[src/rtl/jmp_label_table_if.sv]
// Loader / PC-select bus for the jump-label table.
// The master side is the loader and the fetch PC mux. The slave side is the table.
interface jmp_label_table_if #(
  parameter int IDX_W  = 4,
  parameter int ADDR_W = 16
);
  logic              load_start;
  logic              load_done;
  logic              wr_valid;
  logic              wr_ready;
  logic [IDX_W-1:0]  wr_idx;
  logic [ADDR_W-1:0] wr_addr;
  logic [IDX_W-1:0]  rd_idx;
  logic [ADDR_W-1:0] rd_addr;
  logic              rd_hit;
  logic              table_ready;
  logic [IDX_W:0]    entry_count;

  modport master (
    output load_start, load_done, wr_valid, wr_idx, wr_addr, rd_idx,
    input  wr_ready, rd_addr, rd_hit, table_ready, entry_count
  );

  modport slave (
    input  load_start, load_done, wr_valid, wr_idx, wr_addr, rd_idx,
    output wr_ready, rd_addr, rd_hit, table_ready, entry_count
  );
endinterface

[src/rtl/jmp_label_table.sv]
// Writable jump-label table: the loader streams (index, target) pairs in during LOAD,
// and the PC-select path reads targets combinationally once the table is READY.
//
// state | meaning
// ------+------------------------------------------------------------
// IDLE  | after reset, table not loaded, writes refused, reads miss
// LOAD  | accepting pairs one per cycle, reads miss
// READY | load finished, reads resolve against valid entries
module jmp_label_table #(
  parameter int ENTRIES = 16,
  parameter int IDX_W   = 4,
  parameter int ADDR_W  = 16
) (
  input logic               clk,
  input logic               rst_n,
  jmp_label_table_if.slave  bus
);

  typedef enum logic [1:0] {
    S_IDLE  = 2'd0,
    S_LOAD  = 2'd1,
    S_READY = 2'd2
  } state_t;

  state_t              state_q, state_d;
  logic [ENTRIES-1:0]  valid_q, valid_d;
  logic [IDX_W:0]      count_q, count_d;
  logic [ADDR_W-1:0]   data_q [ENTRIES];
  logic                wr_commit;

  always_ff @(posedge clk or negedge rst_n) begin
    if (!rst_n) begin
      state_q <= S_IDLE;
      valid_q <= '0;
      count_q <= '0;
    end else begin
      state_q <= state_d;
      valid_q <= valid_d;
      count_q <= count_d;
    end
  end

  // Data slots are never cleared by load_start; the valid bits hide the stale contents.
  always_ff @(posedge clk or negedge rst_n) begin
    if (!rst_n) begin
      data_q <= '{default: '0};
    end else if (wr_commit) begin
      data_q[bus.wr_idx] <= bus.wr_addr;
    end
  end

  always_comb begin
    state_d   = state_q;
    valid_d   = valid_q;
    count_d   = count_q;
    wr_commit = 1'b0;

    case (state_q)
      S_IDLE: begin
        if (bus.load_start) state_d = S_LOAD;
      end
      S_LOAD: begin
        wr_commit = bus.wr_valid;
        if (bus.load_done) state_d = S_READY;
      end
      S_READY: begin
        if (bus.load_start) state_d = S_LOAD;
      end
      default: state_d = S_IDLE;
    endcase

    if (wr_commit && !valid_q[bus.wr_idx]) begin
      valid_d[bus.wr_idx] = 1'b1;
      count_d             = count_q + 1'b1;
    end

    // A new load overrides everything else on the same edge, including a pending write.
    if (bus.load_start) begin
      state_d   = S_LOAD;
      valid_d   = '0;
      count_d   = '0;
      wr_commit = 1'b0;
    end
  end

  always_comb begin
    bus.wr_ready    = (state_q == S_LOAD);
    bus.table_ready = (state_q == S_READY);
    bus.entry_count = count_q;
    bus.rd_hit      = (state_q == S_READY) && valid_q[bus.rd_idx];
    bus.rd_addr     = bus.rd_hit ? data_q[bus.rd_idx] : '0;
  end

endmodule

[src/flat_wrapper.sv]
// flat-port wrapper written by rule: the top's interface ports become plain ports
module jmp_label_table_flat 
#(
  parameter int ENTRIES = 16,
  parameter int IDX_W   = 4,
  parameter int ADDR_W  = 16
)
  (clk, rst_n, bus_load_start, bus_load_done, bus_wr_valid, bus_wr_idx, bus_wr_addr, bus_rd_idx, bus_wr_ready, bus_rd_addr, bus_rd_hit, bus_table_ready, bus_entry_count);
  jmp_label_table_if #(.IDX_W(IDX_W), .ADDR_W(ADDR_W)) bus_i ();
  input logic clk;
  input logic rst_n;
  input wire logic [$bits(bus_i.load_start)-1:0] bus_load_start;
  input wire logic [$bits(bus_i.load_done)-1:0] bus_load_done;
  input wire logic [$bits(bus_i.wr_valid)-1:0] bus_wr_valid;
  input wire logic [$bits(bus_i.wr_idx)-1:0] bus_wr_idx;
  input wire logic [$bits(bus_i.wr_addr)-1:0] bus_wr_addr;
  input wire logic [$bits(bus_i.rd_idx)-1:0] bus_rd_idx;
  output wire logic [$bits(bus_i.wr_ready)-1:0] bus_wr_ready;
  output wire logic [$bits(bus_i.rd_addr)-1:0] bus_rd_addr;
  output wire logic [$bits(bus_i.rd_hit)-1:0] bus_rd_hit;
  output wire logic [$bits(bus_i.table_ready)-1:0] bus_table_ready;
  output wire logic [$bits(bus_i.entry_count)-1:0] bus_entry_count;
  assign bus_i.load_start = bus_load_start;
  assign bus_i.load_done = bus_load_done;
  assign bus_i.wr_valid = bus_wr_valid;
  assign bus_i.wr_idx = bus_wr_idx;
  assign bus_i.wr_addr = bus_wr_addr;
  assign bus_i.rd_idx = bus_rd_idx;
  assign bus_wr_ready = bus_i.wr_ready;
  assign bus_rd_addr = bus_i.rd_addr;
  assign bus_rd_hit = bus_i.rd_hit;
  assign bus_table_ready = bus_i.table_ready;
  assign bus_entry_count = bus_i.entry_count;
  jmp_label_table #(.ENTRIES(ENTRIES), .IDX_W(IDX_W), .ADDR_W(ADDR_W)) u_core (.clk(clk), .rst_n(rst_n), .bus(bus_i));
endmodule
[config.mk]
export PLATFORM = sky130hd
export DESIGN_NAME = jmp_label_table_flat
export DESIGN_NICKNAME = d
export VERILOG_FILES = /design/src/rtl/jmp_label_table_if.sv /design/src/rtl/jmp_label_table.sv /design/src/flat_wrapper.sv
export SDC_FILE = /design/constraint.sdc
export NUM_CORES = 1
export LEC_CHECK = 0
export CORE_ASPECT_RATIO = 1.1
export CORE_MARGIN = 5
export CORE_UTILIZATION = 59
export CTS_BUF_LIST = sky130_fd_sc_hd__clkbuf_16
export CTS_CLUSTER_SIZE = 25
export DETAILED_ROUTE_END_ITERATION = 10
export PLACE_DENSITY = 0.82
export SETUP_SLACK_MARGIN = 0.1
export SLEW_MARGIN = 20
export SYNTH_ARGS = -nofsm -noshare
export SYNTH_HDL_FRONTEND = slang
export SYNTH_SLANG_ARGS = --single-unit
[constraint.sdc]
create_clock -name clk -period 2.5 [get_ports clk]
set_clock_uncertainty 0.05 [all_clocks]
set_input_delay 0.375 -clock clk [delete_from_list [all_inputs] [get_ports clk]]
set_output_delay 0.375 -clock clk [all_outputs]
set_load 0.03 [all_outputs]
# After elaboration in Yosys (flattened, before gate mapping)
# Cells that the tools add are included.
# totals
in_bits	29
out_inout_bits	24
elab_cells	64
register_bits	279
# op_classes
bitwise	3
n_eq_ne	4
add_sub_neg	1
n_mux	22
reduce_logical	9
magnitude_cmp	6
# ops
op	n
$bwmux W256	1
$mux W16	6
$bmux W16 S4	1
$demux W16 S4	1
$or A16 B16 Y16	1
$ge A5 B5 Y1 const B	2
$lt A4 B5 Y1 const B	2
$mux W5	2
$not A4 Y5	2
$bmux W1 S4	2
$add A5 B1 Y5 const B	1
$lt A5 B1 Y1 const B	1
$mux W1	5
$demux W1 S4	1
$ge A4 B1 Y1 const B	1
$logic_and A1 B1 Y1	4
$mux W2	2
$pmux W2 S2	1
$ne A3 B3 Y1 const B	1
$eq A2 B1 Y1 const B	1
$eq A2 B2 Y1 const B	1
$logic_not A2 Y1	1
$ne A2 B1 Y1 const B	1
$reduce_and A2 Y1	1
other kinds (3)	3

# Depth between registers and ports, before layout
# Gate-level depths: netlist of the first run.
# logic_depth
ltp_word	7
ltp_mapped	8
depth_no_buf	5

# Worst setup path after synthesis of the first run
# No wires, ideal clock.
# synth_path
kind	input-to-output
from	input bus_rd_idx[0]
to	output bus_rd_addr[10]
n_path_buf	4
arrival_ns	2.282
setup_slack_ns	-0.207
required_time_ns	2.075
path_stages	7
cell_sequence	buf_4 buf_4 buf_4 buf_4 mux4_2 mux2i_1 a211oi_1
# synth_between
elab_chain_cells	5
elab_cells_between_ends	8
classes_between	mux: 6; bitwise: 1; reduce/logical: 1
# synth_rtl
element	line	rtl
start, declared	flat_wrapper.sv:17	input wire logic [$bits(bus_i.rd_idx)-1:0] bus_rd_idx;
$not A4 Y5 (not written as such)	jmp_label_table.sv:91	bus.rd_addr = bus.rd_hit ? data_q[bus.rd_idx] : '0;
$bmux W16 S4	jmp_label_table.sv:91	
$mux W16 (not written as such) (2 in a row)	jmp_label_table.sv:91	
$mux W16 *	jmp_label_table.sv:91	
end, declared	flat_wrapper.sv:19	output wire logic [$bits(bus_i.rd_addr)-1:0] bus_rd_addr;
# Mark *: on every way between the ends. The rest lies on a longest branch, timed or not. The select of a mux whose other input is x is not followed.

# Worst setup path in the final report of the first run
# layout_path
from	register u_core.valid_q[12]
to	output bus_rd_addr[7]
# layout_between
elab_chain_cells	4
# layout_rtl
element	line	rtl
start, declared	jmp_label_table.sv:26	logic [ENTRIES-1:0] valid_q, valid_d;
start signal, assigned	jmp_label_table.sv:38	valid_q <= valid_d;
$bmux W1 S4	jmp_label_table.sv:90	bus.rd_hit = (state_q == S_READY) && valid_q[bus.rd_idx];
$mux W1 (not written as such)	jmp_label_table.sv:90	
$logic_and A1 B1 Y1	jmp_label_table.sv:90	
$mux W16	jmp_label_table.sv:91	
# No other way between the ends. The select of a mux whose other input is x is not followed.

==> results of run 1 <==
stage by stage:
stage | worst slack (ns) | hold WS (ns)
2_1_floorplan | 0.0640 | 0.0294
3_3_place_gp | -0.363 | 0.324
3_5_place_dp | -0.406 | 0.340
4_1_cts | -0.463 | 0.377
5_1_grt | -0.518 | 0.416
6_report | -0.447 | 0.376
kinds of logic (layout without fill, tap and decap cells):
kind of cell,count (synthesis),in the layout,share of synthesized area
fa+ha+maj,1,1,0.000962
mux,355,355,0.369
flops,279,279,0.537
simple gates,80,80,0.0362
buf+inv,75,188,0.0284
compound gates,56,56,0.0288
power by group through the flow:
stage	Sequential, mW	Clock, mW	Combinational, mW
global placement	5.49	0	1.54
CTS	5.50	4.04	1.64
global route	5.57	4.24	1.77
floorplan	5.43	0	1.16
detailed placement	5.57	0	1.62
finish	5.51	3.96	1.63
path summary, 6_finish.rpt:
check / from / end / slack (ns) / cells after the start
worst max-delay path: u_core.valid_q[12] / bus_rd_addr[7] / -0.45 / 6
worst min-delay path: rst_n / u_core.data_q[125] / 0.38 / 2
worst max register to register: u_core.state_q[1] / u_core.data_q[132] / 0.24 / 7
worst min register to register: u_core.data_q[206] / u_core.data_q[206] / 0.45 / 1
max in group asynchronous: rst_n / u_core.data_q[95] / 1.23 / 3
min in group clk: bus_load_done / u_core.state_q[0] / 0.43 / 3
state kept, by name (all words and copies together), names as in the netlist:
signal	cells
u_core.state_q	2
u_core.bus.entry_count	5
u_core.valid_q	16
u_core.data_q	256
Yosys cell counts (2+ instances only):
cell	instances	share of area
nand3_1	2	0.00077
mux2_2	260	0.23
nor2b_1	25	0.012
a22oi_1	2	0.0012
dfrtp_1	279	0.54
mux2i_1	22	0.017
nor4b_2	2	0.0023
buf_2	22	0.0085
buf_4	14	0.0081
a21oi_1	19	0.0073
nand2_1	13	0.0038
and2_1	3	0.0014
nor2_1	22	0.0064
nor3_1	2	0.00077
a211oi_1	32	0.018
nand2b_1	2	0.00096
mux4_2	73	0.13
inv_1	2	0.00058
clkbuf_1	35	0.010
cell type report:
| class | count | area [um^2] | area share |
|---|---|---|---|
| Tap cell | 295 | 369 | 0.0239 |
| Sequential cell | 279 | 6980 | 0.451 |
| Clock buffer | 29 | 726 | 0.0469 |
| Timing Repair Buffer | 136 | 1460 | 0.0941 |
| Clock inverter | 21 | 141 | 0.00914 |
| Multi-Input combinational cell | 492 | 5790 | 0.374 |
| Inverter | 2 | 7.51 | 0.000485 |
repair_timing:
action                                  4_1_cts  5_1_grt
hold buffers                                  1        0
gates cloned                                  0        1
endpoints found under the setup margin       17       19
gates resized for setup                      45       14
buffers inserted                              3        2
hold endpoints to repair                     72        0
pin swaps                                     2        1
worst max-delay path: cells and delay by family (launching register included):
| family | cells | cell delay (ns) |
|---|---|---|
| compound gates | 1 | 0.05 |
| buf+inv | 2 | 0.37 |
| flops | 1 | 0.40 |
| mux | 2 | 1.02 |
| simple gates | 1 | 0.15 |
metal layers:
layer / up-vias / track usage
met5: - / 0
met4: 0 / 0.0719
met3: 70 / 0.0372
met2: 249 / 0.422
met1: 4242 / 0.352
li1: 3335 / -
==> impl_metrics.py, run 1 <==
metrics = {
    "clock_tree": {
        "clk_pin_slew_worst_paths_ns": 0.06,
        "root_buffer": "clkbuf_16",
        "htree_levels": 1,
        "cts_tree": "built",
        "cts_buffer_depth": 3,
        "insertion_delay_ns": 0.53,
        "cts_made_buffers": 29,
        "cts_sinks": 279,
    },
    "min_path": {
        "holdCritPathClass": "input pin to async pin",
    },
    "timing": {
        "fin_ws_ns": -0.447,
        "tightest_slew_ns": 0.622,
        "hold_violations": 0,
        "drv_slew": 0,
        "tns_ns": -6.92,
        "period_minus_slack_ns": 2.95,
        "period_share": 1.18,
        "max_slew_margin": 0.584,
        "clock.fmax_mhz": 339,
        "setup_viol": 17,
        "rsz0062_at_grt": "yes",
    },
    "pwr": {
        "p_leak_nw": 7.18,
        "pwr-share-comb": 0.147,
        "power_mw": 11.1,
        "irDropWorstVdd_uv": 583,
        "seqPwrFrac": 0.496,
        "power.density_nw_per_um2": 717,
        "pwr-share-clk": 0.357,
        "swShare": 0.242,
        "p_int_mw": 8.42,
        "p_sw_mw": 2.68,
    },
    "route": {
        "drt.antenna.violating_nets": 0,
        "wire_per_inst_um": 24.6,
        "dr_wl_met3_mm": 1.64,
        "wl_met1_mm": 12.8,
        "first_pass_iters": 5,
        "highest_layer": "met4",
        "postRouteWirelength_mm": 30.8,
        "drc": 0,
        "drt_iter0_drc": 576,
        "vias": 7896,
        "viasPerCell": 6.30,
        "wl_met2_mm": 15.5,
    },
    "logic_synthesis": {
        "ys_seq_area_frac": 0.537,
        "ys_seq_elements": 279,
        "syn_inst": 846,
        "syn-num-nets": 876,
        "synth_cell_type_count": 34,
        "yosys_warnings": 0,
        "synth_flop_cell": "dfrtp_1",
        "synthArstFlopShare": 1.00,
        "synth_edf_count": 0,
        "syn_area_per_cell_um2": 15.4,
        "synth_area_um2": 13000,
    },
    "setup_path": {
        "critPathKind": "register to output port",
        "crit_path_start_kind": "register",
        "cpMostUsedCell": "mux4_2",
        "cp.arrival_ns": 2.52,
        "crit_path_cell_trace": "mux4_2 > mux4_2 > nand2_8 > clkbuf_16 > a211oi_2 > buf_4",
        "end_kind": "output port",
        "cpMaxStageDelayCell": "mux4_2",
        "critPathRequiredTime_ns": 2.08,
        "crit_fanout": 7,
        "slowest_delay_ns": 0.55,
    },
    "global_routing": {
        "grt_max_degree": 76,
        "grt_pass1_wl_mm": 49.4,
        "grt_pass1_vias": 8731,
        "grt_remaining_overflow": 0,
        "antenna_found_initial": 0,
        "track_usage": 0.254,
    },
    "floorplan": {
        "die_w_um": 152,
        "ioPinCount": 53,
        "placementRows": 57,
        "die_area_um2": 25100,
        "die_h_um": 166,
        "core_area_um2": 21900,
        "initial_utilization": 0.594,
    },
    "finish": {
        "fin_cells": 1254,
        "antenna_cells_inserted": 0,
        "fin_nets": 970,
        "layout_common_cells": "dfrtp_1 (279), mux2_2 (260), mux4_2 (73)",
        "nFillCells": 1400,
        "syn2layout_area_growth_pct": 19.0,
        "drive_gt1_frac": 0.525,
        "postLayoutCoreUtil": 0.707,
        "fin_area_um2": 15500,
        "final_common_cell": "dfrtp_1",
    },
    "place": {
        "placed_area_um2": 14500,
        "dp_hpwl_mm": 19.9,
        "port_buffers": 52,
        "place_congestion": 0.815,
        "placed_cells": 1197,
    },
    "flow_run": {
        "cap_violations": 0,
    },
    "status": {
        "status": "finished with violations",
        "violations": "negative setup slack",
    },
}
(Power assumes the default switching activity.)
==> inputs of run 2 (changes only) <==
TNS_END_PERCENT = 50   (was unset)
==> run 2 against run 1 <==
Compared with the run above: combinational power is essentially flat; total power is essentially flat; global-route usage is the same; setup slack lost 0.0047 ns; clock-buffer cell count is the same; design area is essentially flat; wire length shrank 0.14%; fmax shrank 0.16%; sequential power is essentially flat; die area is the same; the run still ends with negative setup slack left; cell count is essentially flat; first-iteration DRC count grew 2.3%.
==> impl_metrics.py, run 2 (synthesis results as in run 1) <==
metrics = {
    "setup_path": {
        "cpMaxStageDelayCell": "mux4_2",
        "cpMostUsedCell": "mux4_2",
        "end_kind": "output port",
        "cp.arrival_ns": 2.53,
        "crit_path_cell_trace": "mux4_2 > mux4_2 > nand2_8 > clkbuf_16 > a211oi_2 > buf_4",
        "r2r_start": "u_core.state_q[1]",
        "critPathRequiredTime_ns": 2.08,
        "crit_fanout": 7,
        "worst-path-buf-inv": 2,
        "crit_family": "multiplexers",
        "critPathLaunch": "u_core.valid_q[12]",
        "critPathKind": "register to output port",
        "crit_path_start_kind": "register",
        "slowest_delay_ns": 0.55,
    },
    "finish": {
        "syn2layout_area_growth_pct": 19.0,
        "fin_area_um2": 15500,
        "fin_cells": 1253,
        "nFillCells": 1402,
        "final_common_cell": "dfrtp_1",
        "fin_nets": 969,
        "largest_reg_flops": 256,
        "drive_gt1_frac": 0.524,
        "postLayoutCoreUtil": 0.707,
        "antenna_cells_inserted": 0,
        "layout_common_cells": "dfrtp_1 (279), mux2_2 (260), mux4_2 (73)",
        "regMostFlops": "u_core.data_q",
    },
    "pwr": {
        "p_leak_nw": 7.17,
        "irDropWorstVdd_uv": 585,
        "power.density_nw_per_um2": 718,
    },
    "global_routing": {
        "antenna_found_initial": 0,
        "track_usage": 0.254,
        "grt_max_degree": 76,
        "grt_pass1_vias": 8732,
        "grt_remaining_overflow": 0,
        "grt_pass1_wl_mm": 49.4,
    },
    "clock_tree": {
        "cts_sinks": 279,
        "cts_tree": "built",
        "cts_buffer_depth": 3,
        "htree_levels": 1,
        "clk_pin_slew_worst_paths_ns": 0.06,
        "insertion_delay_ns": 0.53,
        "root_buffer": "clkbuf_16",
        "cts_made_buffers": 29,
    },
    "floorplan": {
        "die_h_um": 166,
        "die_area_um2": 25100,
        "initial_utilization": 0.594,
        "placementRows": 57,
        "core_area_um2": 21900,
        "die_w_um": 152,
        "ioPinCount": 53,
    },
    "route": {
        "wire_per_inst_um": 24.5,
        "first_pass_iters": 4,
        "viasPerCell": 6.28,
        "drt.antenna.violating_nets": 0,
        "drc": 0,
        "drt_iter0_drc": 589,
        "vias": 7869,
        "postRouteWirelength_mm": 30.8,
    },
    "timing": {
        "hold_violations": 0,
        "tightest_slew_ns": 0.632,
        "rsz0062_at_grt": "yes",
        "clock.fmax_mhz": 339,
        "max_slew_margin": 0.577,
        "period_share": 1.18,
        "drv_slew": 0,
        "fin_ws_ns": -0.452,
        "setup_viol": 17,
        "period_minus_slack_ns": 2.95,
    },
    "place": {
        "dp_hpwl_mm": 19.9,
        "placed_area_um2": 14500,
        "placed_cells": 1197,
        "place_congestion": 0.815,
        "port_buffers": 52,
    },
    "flow_run": {
        "cap_violations": 0,
    },
    "status": {
        "status": "finished with violations",
        "violations": "negative setup slack",
    },
    "min_path": {
        "holdCritPathClass": "input pin to async pin",
    },
}
==> run 2: layer usage <==
layer	part of all wire	GRT usage	routed length (um)	vias to the layer above
li1	-	-	-	3329
met1	0.42	0.352	12900	4201
met4	0.028	0.0719	858	0
met3	0.051	0.0372	1570	74
met2	0.50	0.422	15400	265
met5	0	0	0	-
==> run 2: repair_timing <==
| item | 4_1_cts | 5_1_grt |
|---|---|---|
| gates cloned | 0 | 1 |
| hold buffers | 1 | 0 |
| setup buffers | 3 | 1 |
| pin swaps | 2 | 1 |
| setup endpoints to repair | 17 | 19 |
| resized for setup | 45 | 10 |
| hold endpoints to repair | 72 | 0 |
==> run 2: power by group <==
part | switching, mW | internal, mW
clock network | 1.68 | 2.28
logic | 0.657 | 0.974
registers | 0.349 | 5.16
total | 2.68 | 8.42
==> run 2: stage by stage <==
step	total power, mW	TNS [ns]	worst slack, ns	hold slack, ns
after CTS	11.2	-7.03	-0.463	0.377
after detailed placement	7.19	-5.47	-0.406	0.340
after global placement	7.03	-4.68	-0.363	0.324
final	11.1	-7.02	-0.452	0.363
after global routing	11.6	-8.18	-0.518	0.416
after floorplan	6.60	0	0.0640	0.0294
==> run 2: layout make-up <==
| type | instances | area (um^2) | share of cell area |
|---|---|---|---|
| Sequential cell | 279 | 6980 | 0.451 |
| Multi-Input combinational cell | 492 | 5790 | 0.374 |
| Timing Repair Buffer | 135 | 1450 | 0.0939 |
| Clock buffer | 29 | 726 | 0.0469 |
| Tap cell | 295 | 369 | 0.0239 |
| Clock inverter | 21 | 141 | 0.00914 |
| Inverter | 2 | 7.51 | 0.000485 |
==> run 2: worst paths after layout <==
path	end	slack, ns	cells after the start
worst max-delay path	bus_rd_addr[7]	-0.45	6
min in group clk	u_core.state_q[0]	0.42	3
worst min-delay path	u_core.data_q[45]	0.36	2
max in group asynchronous	u_core.data_q[244]	1.21	3
worst min register to register	u_core.data_q[206]	0.45	1
worst max register to register	u_core.data_q[70]	0.25	7
==> inputs of run 3 (changes only) <==
CORE_UTILIZATION = 34   (was 59)
PLACE_DENSITY = 0.54   (was 0.82)
SLEW_MARGIN = unset   (was 20)
==> run 3 against run 2 <==
Compared with the run above: the run still ends with negative setup slack left; first-iteration DRC count shrank 44%; critical path depth is the same; fmax grew 1.5%; via count shrank 2.7%; sequential power shrank 0.7%; global-route usage shrank 9.6 points; largest power group unchanged; highest routed layer unchanged.
==> impl_metrics.py, run 3 (synthesis results as in run 1) <==
metrics = {
    "status": {
        "status": "finished with violations",
        "violations": "negative setup slack",
    },
    "floorplan": {
        "ioPinCount": 53,
        "core_area_um2": 38000,
        "initial_utilization": 0.342,
        "die_area_um2": 42300,
        "placementRows": 75,
        "die_h_um": 215,
        "die_w_um": 196,
    },
    "finish": {
        "layout_common_cells": "dfrtp_1 (279), mux2_2 (260), buf_4 (86)",
        "final_common_cell": "dfrtp_1",
        "syn2layout_area_growth_pct": 23.8,
        "fin_cells": 1491,
        "antenna_cells_inserted": 0,
        "postLayoutCoreUtil": 0.424,
        "largest_reg_flops": 256,
        "drive_gt1_frac": 0.538,
        "regMostFlops": "u_core.data_q",
        "fin_nets": 998,
    },
    "clock_tree": {
        "htree_levels": 2,
        "cts_tree": "built",
        "root_buffer": "clkbuf_16",
        "clk_pin_slew_worst_paths_ns": 0.05,
        "insertion_delay_ns": 0.51,
        "cts_buffer_depth": 3,
        "cts_made_buffers": 35,
        "cts_sinks": 279,
    },
    "place": {
        "port_buffers": 52,
        "place_congestion": 0.777,
        "dp_hpwl_mm": 21.1,
        "placed_cells": 1428,
        "post-place-ws_ns": -0.403,
    },
    "timing": {
        "rsz0062_at_grt": "yes",
        "clock.fmax_mhz": 344,
        "tns_ns": -6.21,
        "tightest_slew_ns": 0.622,
        "setup_viol": 17,
        "hold_violations": 0,
        "max_slew_margin": 0.584,
        "fin_ws_ns": -0.406,
        "period_minus_slack_ns": 2.91,
        "period_share": 1.16,
        "drv_slew": 0,
    },
    "route": {
        "drc": 0,
        "first_pass_iters": 4,
        "drt.antenna.violating_nets": 0,
        "vias": 7657,
        "postRouteWirelength_mm": 33.1,
        "viasPerCell": 5.14,
        "wire_per_inst_um": 22.2,
        "drt_iter0_drc": 331,
    },
    "pwr": {
        "irDropWorstVdd_uv": 404,
        "seqPwrFrac": 0.468,
        "pwr-share-clk": 0.393,
        "p_int_mw": 8.85,
        "power_mw": 11.7,
        "p_leak_nw": 7.34,
        "power.density_nw_per_um2": 726,
        "swShare": 0.243,
        "pwr-share-comb": 0.139,
        "p_sw_mw": 2.83,
    },
    "setup_path": {
        "crit_path_start_kind": "register",
        "critPathKind": "register to output port",
        "cp.arrival_ns": 2.48,
        "r2r_cells": 8,
        "end_kind": "output port",
        "crit_fanout": 5,
        "critPathRequiredTime_ns": 2.08,
    },
    "flow_run": {
        "cap_violations": 0,
    },
    "global_routing": {
        "grt_max_degree": 62,
        "grt_pass1_vias": 8301,
        "grt_remaining_overflow": 0,
        "track_usage": 0.157,
        "grt_pass1_wl_mm": 51.7,
        "antenna_found_initial": 0,
    },
    "min_path": {
        "holdCritPathClass": "input pin to async pin",
    },
}
## run 3: cell types whose count changed in the layout (fill, tap and decap cells not counted), sizes merged
| cell | change |
|---|---|
| dlymetal6s2s | -2 |
| clkbuf | +6 |
| clkdlybuf4s50 | +2 |
| clkinv | +1 |
| buf | +24 |
| inv | +2 |
| clkinvlp | +1 |
| bufinv | -1 |
## run 3: through the flow
| step | area (um^2) | hold WS (ns) |
|---|---|---|
| floorplan | 13100 | 0.0294 |
| global placement | 14900 | 0.306 |
| global route | 16100 | 0.387 |
| detailed placement | 14900 | 0.304 |
| CTS | 16100 | 0.355 |
| finish | 16100 | 0.336 |
## run 3: timing repair
item                                    CTS  global route
hold buffers                              1             0
endpoints found under the setup margin   17            17
resized for setup                        48             2
pin swaps                                 2             0
gates cloned                              0             0
buffers inserted                          2             0
hold endpoints to repair                 51             0
## run 3: power groups by stage
stage | sequential, mW | combinational (mW) | clock (mW)
CTS | 5.47 | 1.65 | 4.74
floorplan | 5.43 | 1.16 | 0
finish | 5.47 | 1.62 | 4.60
detailed placement | 5.55 | 1.63 | 0
global placement | 5.53 | 1.59 | 0
global route | 5.54 | 1.77 | 4.91
## run 3: critical path, stage by stage, from the launching register on
cell      delay (ns)
dfrtp_1         0.38
mux4_2          0.48
mux4_2          0.54
nand2_8         0.14
buf_8           0.14
a211oi_2        0.07
buf_4           0.22
## run 3: layout make-up
type | count | area (um^2)
clock inverters | 24 | 145
flip-flops and latches | 279 | 6980
repair buffers | 158 | 1630
multi-input cells | 492 | 5810
well taps | 500 | 626
inverters | 2 | 7.51
fillers | 3469 | 21900
clock buffers | 36 | 901
## run 3: final timing paths
| path | startpoint | end | slack [ns] |
|---|---|---|---|
| worst max-delay path | u_core.valid_q[7] | bus_rd_addr[0] | -0.41 |
| worst min-delay path | rst_n | u_core.data_q[78] | 0.34 |
| worst max register to register | u_core.state_q[1] | u_core.data_q[131] | 0.37 |
| worst min register to register | u_core.data_q[148] | u_core.data_q[148] | 0.45 |
| max in group asynchronous | rst_n | u_core.data_q[250] | 1.31 |
| min in group clk | bus_load_done | u_core.state_q[0] | 0.43 |
## run 3: layer usage
layer,wire length [um],vias to the layer above,global-route usage
met2,15700,137,0.251
li1,-,3396,-
met5,0,-,0
met1,15200,4082,0.228
met3,1660,42,0.0283
met4,542,0,0.0303
